[config.mk]
export PLATFORM = sky130hd
export DESIGN_NAME = crypt_stream_ctrl_flat
export DESIGN_NICKNAME = d
export VERILOG_FILES = /design/src/rtl/crypt_pkg.sv /design/src/rtl/crypt_stream_ctrl_if.sv /design/src/rtl/crypt_out_fifo.sv /design/src/rtl/decrypt.sv /design/src/rtl/encrypt.sv /design/src/rtl/crypt_stream_ctrl.sv /design/src/flat_wrapper.sv
export SDC_FILE = /design/constraint.sdc
export NUM_CORES = 1
export LEC_CHECK = 0
export CORE_UTILIZATION = 30
export DETAILED_ROUTE_END_ITERATION = 8
export GPL_ROUTABILITY_DRIVEN = 1
export GPL_TIMING_DRIVEN = 0
export SLEW_MARGIN = 20
export SYNTH_ARGS = -nofsm -noshare
export SYNTH_HDL_FRONTEND = slang
export SYNTH_SLANG_ARGS = --single-unit
export TNS_END_PERCENT = 30
[constraint.sdc]
create_clock -name clk -period 2.7 [get_ports clk]
set_clock_uncertainty 0.05 [all_clocks]
set_input_delay 0.81 -clock clk [delete_from_list [all_inputs] [get_ports clk]]
set_output_delay 0.81 -clock clk [all_outputs]
set_load 0.005 [all_outputs]
[src/rtl/crypt_pkg.sv]
// Shared types and constants for the crypt stream controller.
//   state_t      : controller FSM states (NOKEY, ARMED, ZERO)
//   MODE_ENC/DEC : per-byte mode encoding
//   byte_t       : 8-bit data/key type
//   fifo_entry_t : output FIFO payload {mode, data}
package crypt_pkg;

    localparam int unsigned BYTE_W = 8;

    typedef logic [BYTE_W-1:0] byte_t;

    typedef enum logic [1:0] {
        NOKEY = 2'd0,
        ARMED = 2'd1,
        ZERO  = 2'd2
    } state_t;

    localparam logic MODE_ENC = 1'b0;
    localparam logic MODE_DEC = 1'b1;

    typedef struct packed {
        logic  mode;
        byte_t data;
    } fifo_entry_t;

endpackage

[src/rtl/crypt_stream_ctrl_if.sv]
// Byte stream interface between host and crypt controller.
//   in_*  : host -> controller byte stream with per-byte mode
//   out_* : controller -> consumer processed bytes with the mode used
// master = host/consumer side, slave = controller side.
interface crypt_stream_ctrl_if;
    import crypt_pkg::*;

    logic  in_valid;
    logic  in_ready;
    byte_t in_data;
    logic  in_mode;
    logic  out_valid;
    logic  out_ready;
    byte_t out_data;
    logic  out_mode;

    modport master (
        output in_valid, in_data, in_mode, out_ready,
        input  in_ready, out_valid, out_data, out_mode
    );

    modport slave (
        input  in_valid, in_data, in_mode, out_ready,
        output in_ready, out_valid, out_data, out_mode
    );

endinterface

[src/rtl/crypt_out_fifo.sv]
// First-word fall-through output FIFO holding {mode, data} entries.
//   clk, rst_n : clock, async active-low reset
//   flush      : synchronous clear of all entries
//   push, push_data : write one entry
//   pop        : remove head entry (ignored when empty)
//   head_valid, head_data : current head entry
//   count      : number of stored entries
module crypt_out_fifo
    import crypt_pkg::*;
#(
    parameter int unsigned FIFO_DEPTH = 4
) (
    input  logic                        clk,
    input  logic                        rst_n,
    input  logic                        flush,
    input  logic                        push,
    input  fifo_entry_t                 push_data,
    input  logic                        pop,
    output logic                        head_valid,
    output fifo_entry_t                 head_data,
    output logic [$clog2(FIFO_DEPTH):0] count
);

    localparam int unsigned PTR_W  = $clog2(FIFO_DEPTH);
    localparam int unsigned FILL_W = PTR_W + 1;

    fifo_entry_t       mem [FIFO_DEPTH];
    logic [PTR_W-1:0]  wr_ptr;
    logic [PTR_W-1:0]  rd_ptr;
    logic              do_push;
    logic              do_pop;
    logic [FILL_W-1:0] count_next;

    // Push into a full FIFO is only accepted alongside a pop.
    always_comb begin
        do_pop     = pop & (count != '0);
        do_push    = push & ((count != FILL_W'(FIFO_DEPTH)) | do_pop);
        count_next = count + FILL_W'(do_push) - FILL_W'(do_pop);
    end

    // Storage, pointers (wrap by power-of-two width) and fill level.
    always_ff @(posedge clk or negedge rst_n) begin
        if (!rst_n) begin
            wr_ptr     <= '0;
            rd_ptr     <= '0;
            count      <= '0;
            head_valid <= 1'b0;
            for (int i = 0; i < int'(FIFO_DEPTH); i++) begin
                mem[i] <= '0;
            end
        end else if (flush) begin
            wr_ptr     <= '0;
            rd_ptr     <= '0;
            count      <= '0;
            head_valid <= 1'b0;
        end else begin
            if (do_push) begin
                mem[wr_ptr] <= push_data;
                wr_ptr      <= wr_ptr + PTR_W'(1);
            end
            if (do_pop) begin
                rd_ptr <= rd_ptr + PTR_W'(1);
            end
            count      <= count_next;
            head_valid <= (count_next != '0);
        end
    end

    assign head_data = mem[rd_ptr];

endmodule

[src/rtl/decrypt.sv]
// Combinational 8-bit byte cipher, decrypt direction (inverse of encrypt).
//   key : session key
//   inp : ciphertext byte
//   out : plaintext byte, (inp - key) ^ key
module decrypt (
    input  logic [7:0] key,
    input  logic [7:0] inp,
    output logic [7:0] out
);

    assign out = (inp - key) ^ key;

endmodule

[src/rtl/encrypt.sv]
// Combinational 8-bit byte cipher, encrypt direction.
//   key : session key
//   inp : plaintext byte
//   out : ciphertext byte, (inp ^ key) + key
module encrypt (
    input  logic [7:0] key,
    input  logic [7:0] inp,
    output logic [7:0] out
);

    assign out = (inp ^ key) + key;

endmodule

[src/rtl/crypt_stream_ctrl.sv]
// Sequencer for the shared encrypt/decrypt cores: holds the session key,
// stages each accepted byte with a key snapshot, runs it through the
// selected core and buffers the result in a small FWFT FIFO.
//   clk, rst_n  : clock, async active-low reset
//   key_wr, key_in : key load strobe and value
//   zeroize     : wipes key, stage, FIFO and counter
//   bus         : in/out byte streams (slave side)
//   key_loaded  : high while ARMED
//   err_nokey   : pulse for each cycle a byte is offered while not ARMED
//   byte_count  : saturating count of delivered bytes
module crypt_stream_ctrl
    import crypt_pkg::*;
#(
    parameter int unsigned FIFO_DEPTH = 4,
    parameter int unsigned CNT_W      = 16
) (
    input  logic                clk,
    input  logic                rst_n,
    input  logic                key_wr,
    input  byte_t               key_in,
    input  logic                zeroize,
    crypt_stream_ctrl_if.slave  bus,
    output logic                key_loaded,
    output logic                err_nokey,
    output logic [CNT_W-1:0]    byte_count
);

    localparam int unsigned FILL_W = $clog2(FIFO_DEPTH) + 1;

    state_t            state;
    state_t            state_next;
    byte_t             key_q;
    logic              stage_valid;
    fifo_entry_t       stage_q;
    byte_t             stage_key;
    byte_t             enc_out;
    byte_t             dec_out;
    fifo_entry_t       result;
    logic              head_valid;
    fifo_entry_t       head_data;
    logic [FILL_W-1:0] fifo_count;
    logic              flush_c;
    logic              in_ready_c;
    logic              accept_c;
    logic              key_load_c;
    logic              err_c;
    logic              pop_c;

    // State register.
    always_ff @(posedge clk or negedge rst_n) begin
        if (!rst_n) begin
            state <= NOKEY;
        end else begin
            state <= state_next;
        end
    end

    // Next state; zeroize wins over key_wr.
    always_comb begin
        state_next = state;
        unique case (state)
            NOKEY: begin
                if (zeroize)     state_next = ZERO;
                else if (key_wr) state_next = ARMED;
            end
            ARMED: begin
                if (zeroize) state_next = ZERO;
            end
            ZERO:    state_next = NOKEY;
            default: state_next = NOKEY;
        endcase
    end

    // Control decode; stage occupancy counts against FIFO space so a
    // staged byte always has a slot to land in.
    always_comb begin
        flush_c    = zeroize | (state == ZERO);
        in_ready_c = (state == ARMED) & ~zeroize &
                     ((fifo_count + FILL_W'(stage_valid)) < FILL_W'(FIFO_DEPTH));
        accept_c   = bus.in_valid & in_ready_c;
        key_load_c = key_wr & ~flush_c;
        err_c      = bus.in_valid & (state != ARMED);
        pop_c      = bus.out_ready & head_valid;
    end

    // Key register and input stage; the stage captures the pre-update key.
    always_ff @(posedge clk or negedge rst_n) begin
        if (!rst_n) begin
            key_q       <= '0;
            stage_valid <= 1'b0;
            stage_q     <= '0;
            stage_key   <= '0;
        end else if (flush_c) begin
            key_q       <= '0;
            stage_valid <= 1'b0;
        end else begin
            if (key_load_c) begin
                key_q <= key_in;
            end
            stage_valid <= accept_c;
            if (accept_c) begin
                stage_q   <= '{mode: bus.in_mode, data: bus.in_data};
                stage_key <= key_q;
            end
        end
    end

    // Registered status outputs and delivered-byte counter.
    always_ff @(posedge clk or negedge rst_n) begin
        if (!rst_n) begin
            key_loaded <= 1'b0;
            err_nokey  <= 1'b0;
            byte_count <= '0;
        end else begin
            key_loaded <= (state_next == ARMED);
            err_nokey  <= err_c;
            if (flush_c) begin
                byte_count <= '0;
            end else if (pop_c && (byte_count != '1)) begin
                byte_count <= byte_count + CNT_W'(1);
            end
        end
    end

    encrypt u_encrypt (
        .key (stage_key),
        .inp (stage_q.data),
        .out (enc_out)
    );

    decrypt u_decrypt (
        .key (stage_key),
        .inp (stage_q.data),
        .out (dec_out)
    );

    assign result.mode = stage_q.mode;
    assign result.data = (stage_q.mode == MODE_DEC) ? dec_out : enc_out;

    crypt_out_fifo #(
        .FIFO_DEPTH (FIFO_DEPTH)
    ) u_fifo (
        .clk        (clk),
        .rst_n      (rst_n),
        .flush      (flush_c),
        .push       (stage_valid),
        .push_data  (result),
        .pop        (pop_c),
        .head_valid (head_valid),
        .head_data  (head_data),
        .count      (fifo_count)
    );

    assign bus.in_ready  = in_ready_c;
    assign bus.out_valid = head_valid;
    assign bus.out_data  = head_data.data;
    assign bus.out_mode  = head_data.mode;

endmodule

[src/flat_wrapper.sv]
// flat-port wrapper written by rule: the top's interface ports become plain ports
module crypt_stream_ctrl_flat import crypt_pkg::*;
#(
    parameter int unsigned FIFO_DEPTH = 4,
    parameter int unsigned CNT_W      = 16
)
  (clk, rst_n, key_wr, key_in, zeroize, key_loaded, err_nokey, byte_count, bus_in_valid, bus_in_data, bus_in_mode, bus_out_ready, bus_in_ready, bus_out_valid, bus_out_data, bus_out_mode);
  crypt_stream_ctrl_if bus_i ();
  input  logic clk;
  input  logic rst_n;
  input  logic key_wr;
  input  byte_t key_in;
  input  logic zeroize;
  output logic key_loaded;
  output logic err_nokey;
  output logic [CNT_W-1:0] byte_count;
  input wire logic [$bits(bus_i.in_valid)-1:0] bus_in_valid;
  input wire logic [$bits(bus_i.in_data)-1:0] bus_in_data;
  input wire logic [$bits(bus_i.in_mode)-1:0] bus_in_mode;
  input wire logic [$bits(bus_i.out_ready)-1:0] bus_out_ready;
  output wire logic [$bits(bus_i.in_ready)-1:0] bus_in_ready;
  output wire logic [$bits(bus_i.out_valid)-1:0] bus_out_valid;
  output wire logic [$bits(bus_i.out_data)-1:0] bus_out_data;
  output wire logic [$bits(bus_i.out_mode)-1:0] bus_out_mode;
  assign bus_i.in_valid = bus_in_valid;
  assign bus_i.in_data = bus_in_data;
  assign bus_i.in_mode = bus_in_mode;
  assign bus_i.out_ready = bus_out_ready;
  assign bus_in_ready = bus_i.in_ready;
  assign bus_out_valid = bus_i.out_valid;
  assign bus_out_data = bus_i.out_data;
  assign bus_out_mode = bus_i.out_mode;
  crypt_stream_ctrl #(.FIFO_DEPTH(FIFO_DEPTH), .CNT_W(CNT_W)) u_core (.clk(clk), .rst_n(rst_n), .key_wr(key_wr), .key_in(key_in), .zeroize(zeroize), .bus(bus_i), .key_loaded(key_loaded), .err_nokey(err_nokey), .byte_count(byte_count));
endmodule
==> impl_metrics.tcl <==
set metrics [dict create \
    status "complete, no violations" \
    seq_power_share_pct 40.8 \
    place_ws_ns -0.664 \
    multi_input_area_mm2 0.00215 \
    initial_core_util_pct 30.8 \
    cts_sinks 88 \
    max_slew_margin_pct 57.6 \
    synth-seq-cells 88 \
    crit_path_end_kind "output port" \
    avgViaCountPerCell 4.83 \
    start_kind "register" \
    r2r_cells 8 \
    firstDrtPassIters 4 \
    worst_ep_arrival_time_ns 1.78 \
    register_area_mm2 0.00220 \
    synthesis.yosys.warnings 0 \
    p_leak_nw 2.45 \
    drv_cap 0 \
    hold_viol_final 0 \
    h-tree-depth 3 \
    grt_overflow_total 0 \
    final_max_slew_viol_count 0 \
    final_cell_mix "dfrtp_1, nand2_1, clkdlybuf4s50_1, o21ai_0, nor2_1" \
    fin_crit_ns 2.64 \
    rsz0062_at_grt "false" \
    swShare_pct 30.1 \
    worstMarginPinSlew_ns 0.635 \
    fill_cells 1422 \
    async_flop_share_pct 100 \
    instances_no_fill 672 \
    cp_slowest_stage_delay_ns 0.52 \
    die_w_um 124 \
    p_total_mw 3.75 \
    period_share_pct 97.9 \
    syn_avg_cell_area_um2 10.8 \
    routed_wl_mm 9.67 \
    ant_nets 0 \
    timing.rr.end "u_core.u_fifo.mem[7]" \
    synth_edf_count 0 \
    wl_per_cell_um 14.4 \
    hold-path-endpoint "u_core.u_fifo.mem[34]" \
    drt_iter0_drc 148 \
    dp_hpwl_mm 6.96 \
    pin_count 52 \
    p_per_area_mw_per_mm2 668 \
    core_mm2 0.0146 \
    crit_path_top_delay_cell "mux4_2" \
    min_delay_path_depth 2 \
    ys_seq_area_share_pct 48.9 \
    root_buffer "clkbuf_16" \
    final_common_cell "dfrtp_1" \
    fmax_mhz 378 \
    grt_usage_pct 13.3 \
    diodes 0 \
    peakVddDrop_uv 269 \
    numCtsBuffers 9 \
    syn_nets 462 \
    finalWorstSetupSlack_ns 0.0574 \
    grt_antenna_before_repair 0 \
    num_vias 3246 \
    r2r_slack_ns 0.24 \
    p_clk_share_pct 33.2 \
    dp.cells 652 \
    regToRegStartpoint "u_core.stage_key[2]" \
    setup_viol 0 \
    drive_gt1_share_pct 13.7 \
    clk_pin_slew_ns 0.06 \
    power_switching_mw 1.13 \
    hold_start "u_core.u_fifo.mem[34]" \
    gp_congestion 0.870 \
    drc 0 \
    final_util_pct 38.5 \
    yosysUniqueCellTypes 45 \
    worstPathRequired_ns 1.84 \
    ys.flop_type "dfrtp_1" \
    crit_type "register to output port" \
    combPwrFrac_pct 25.9 \
    clk_latency_ns 0.33 \
    rows 44 \
    die_y_um 124 \
    hold_class "register to register" \
    fin_setup_tns_ns 0 \
    path_cells "buf_4 > buf_12 > mux4_2 > dlygate4sd2_1" \
    grt_pass1_wl_mm 16.6 \
    synthCells 418 \
    cts_hold_buf 0 \
    grt_start_max_net_pins 49 \
    cts_tree "yes" \
    worstPathMaxFanout 5 \
    grt_pass1_vias 3312 \
    clk_path_buf_depth 2 \
    final_nets 528 \
    p_int_mw 2.62 \
    io_buffer_count 49 \
    dieArea_mm2 0.0155 \
    netlist_area_mm2 0.00450 \
    area.growth.synth_to_final_pct 24.7 \
]
## cell type report
| type | count | area share [%] |
|---|---|---|
| flip-flops and latches | 88 | 39.2 |
| multi-input cells | 290 | 38.3 |
| repair buffers | 56 | 9.97 |
| clock buffers | 10 | 4.26 |
| well taps | 184 | 4.10 |
| inverters | 26 | 1.74 |
| plain buffers | 13 | 1.32 |
| clock inverters | 5 | 1.03 |
## cells in the mapped netlist (2+ instances only)
library cell / number / area (µm²)
nand2_1: 50 / 188
xnor2_2: 2 / 32.5
o211ai_1: 3 / 22.5
a21boi_0: 3 / 22.5
nand4_1: 6 / 37.5
xnor2_1: 15 / 131
buf_2: 2 / 10.0
xor2_1: 16 / 140
nand3_1: 15 / 75.1
mux2i_1: 10 / 100
fa_1: 2 / 40.0
nor2_1: 34 / 128
dfrtp_1: 88 / 2200
a21oi_1: 7 / 35.0
mux2_2: 22 / 248
o31ai_1: 5 / 37.5
and2_1: 2 / 12.5
a31oi_1: 3 / 18.8
nor3_1: 6 / 30.0
ha_1: 19 / 238
and4_1: 3 / 26.3
a211oi_1: 2 / 15.0
or3_1: 3 / 18.8
a21o_1: 2 / 15.0
o21ai_0: 35 / 175
inv_1: 26 / 97.6
clkbuf_1: 11 / 41.3
mux4_2: 9 / 203
## flip-flops by register name, summed over array words and instances, names as in the netlist
signal and count:
u_core.byte_count 16, u_core.err_nokey 1, u_core.key_loaded 1, u_core.key_q 7, u_core.result 1, u_core.stage_key 7
u_core.stage_q 8, u_core.stage_valid 1, u_core.state 2, u_core.u_fifo.count 3, u_core.u_fifo.head_valid 1, u_core.u_fifo.mem 36
u_core.u_fifo.rd_ptr 2, u_core.u_fifo.wr_ptr 2
## repair_timing
action,4_1_cts,5_1_grt
resized for setup,18,2
setup endpoints to repair,13,2
setup buffers,5,0
pin swaps,4,4
cloned,1,0
## power by group through the flow
stage               Combinational, mW  Clock, mW  Sequential, mW
floorplan                       0.674          0            1.53
global placement                0.977          0            1.55
detailed placement               1.01          0            1.56
CTS                             0.974       1.28            1.53
global route                     1.08       1.35            1.55
finish                          0.972       1.25            1.53
## stage by stage
step / area, µm² / hold slack, ns
finish: 5610 / 0.429
global route: 5610 / 0.458
CTS: 5620 / 0.431
detailed placement: 5250 / 0.417
global placement: 5230 / 0.407
floorplan: 4510 / 0.393
## metal layers
layer	GRT usage [%]	vias to the layer above	part of all wire, %	wire length [µm]
met5	0	-	0	0
met4	4.04	0	1.3	121
met3	3.05	7	3.7	358
met2	21.2	62	47	4510
met1	17.8	1607	48	4690
li1	-	1570	-	-
## worst max-delay path by stage
stage                            start                        to  cells after the start
2_1_floorplan            bus_out_ready  u_core.u_fifo.head_valid                     11
3_3_place_gp                     rst_n         u_core.stage_q[6]                      1
3_5_place_dp             bus_out_ready  u_core.u_fifo.head_valid                     12
4_1_cts                  bus_out_ready  u_core.u_fifo.head_valid                     12
5_1_grt            u_core.stage_key[2]      u_core.u_fifo.mem[7]                      8
6_report       u_core.u_fifo.rd_ptr[0]           bus_out_data[0]                      4
## cell families (layout without fill, tap and decap cells)
kind of cell | Yosys count | in the layout | share of synthesized area [%]
AO/OA/AOI/OAI | 68 | 68 | 9.20
adder cells (fa/ha/maj) | 21 | 21 | 6.17
multiplexers | 41 | 41 | 12.2
AND/OR/NAND/NOR | 127 | 127 | 13.2
XOR/XNOR | 33 | 33 | 6.76
flip-flops | 88 | 88 | 48.9
buffers and inverters | 40 | 110 | 3.56
## critical path: cells and delay by family (launching register included)
family / cells / cell delay, ns
muxes: 1 / 0.52
buffers and inverters: 3 / 0.55
DFF: 1 / 0.37
Note: power is estimated with default switching activity, not from simulation.
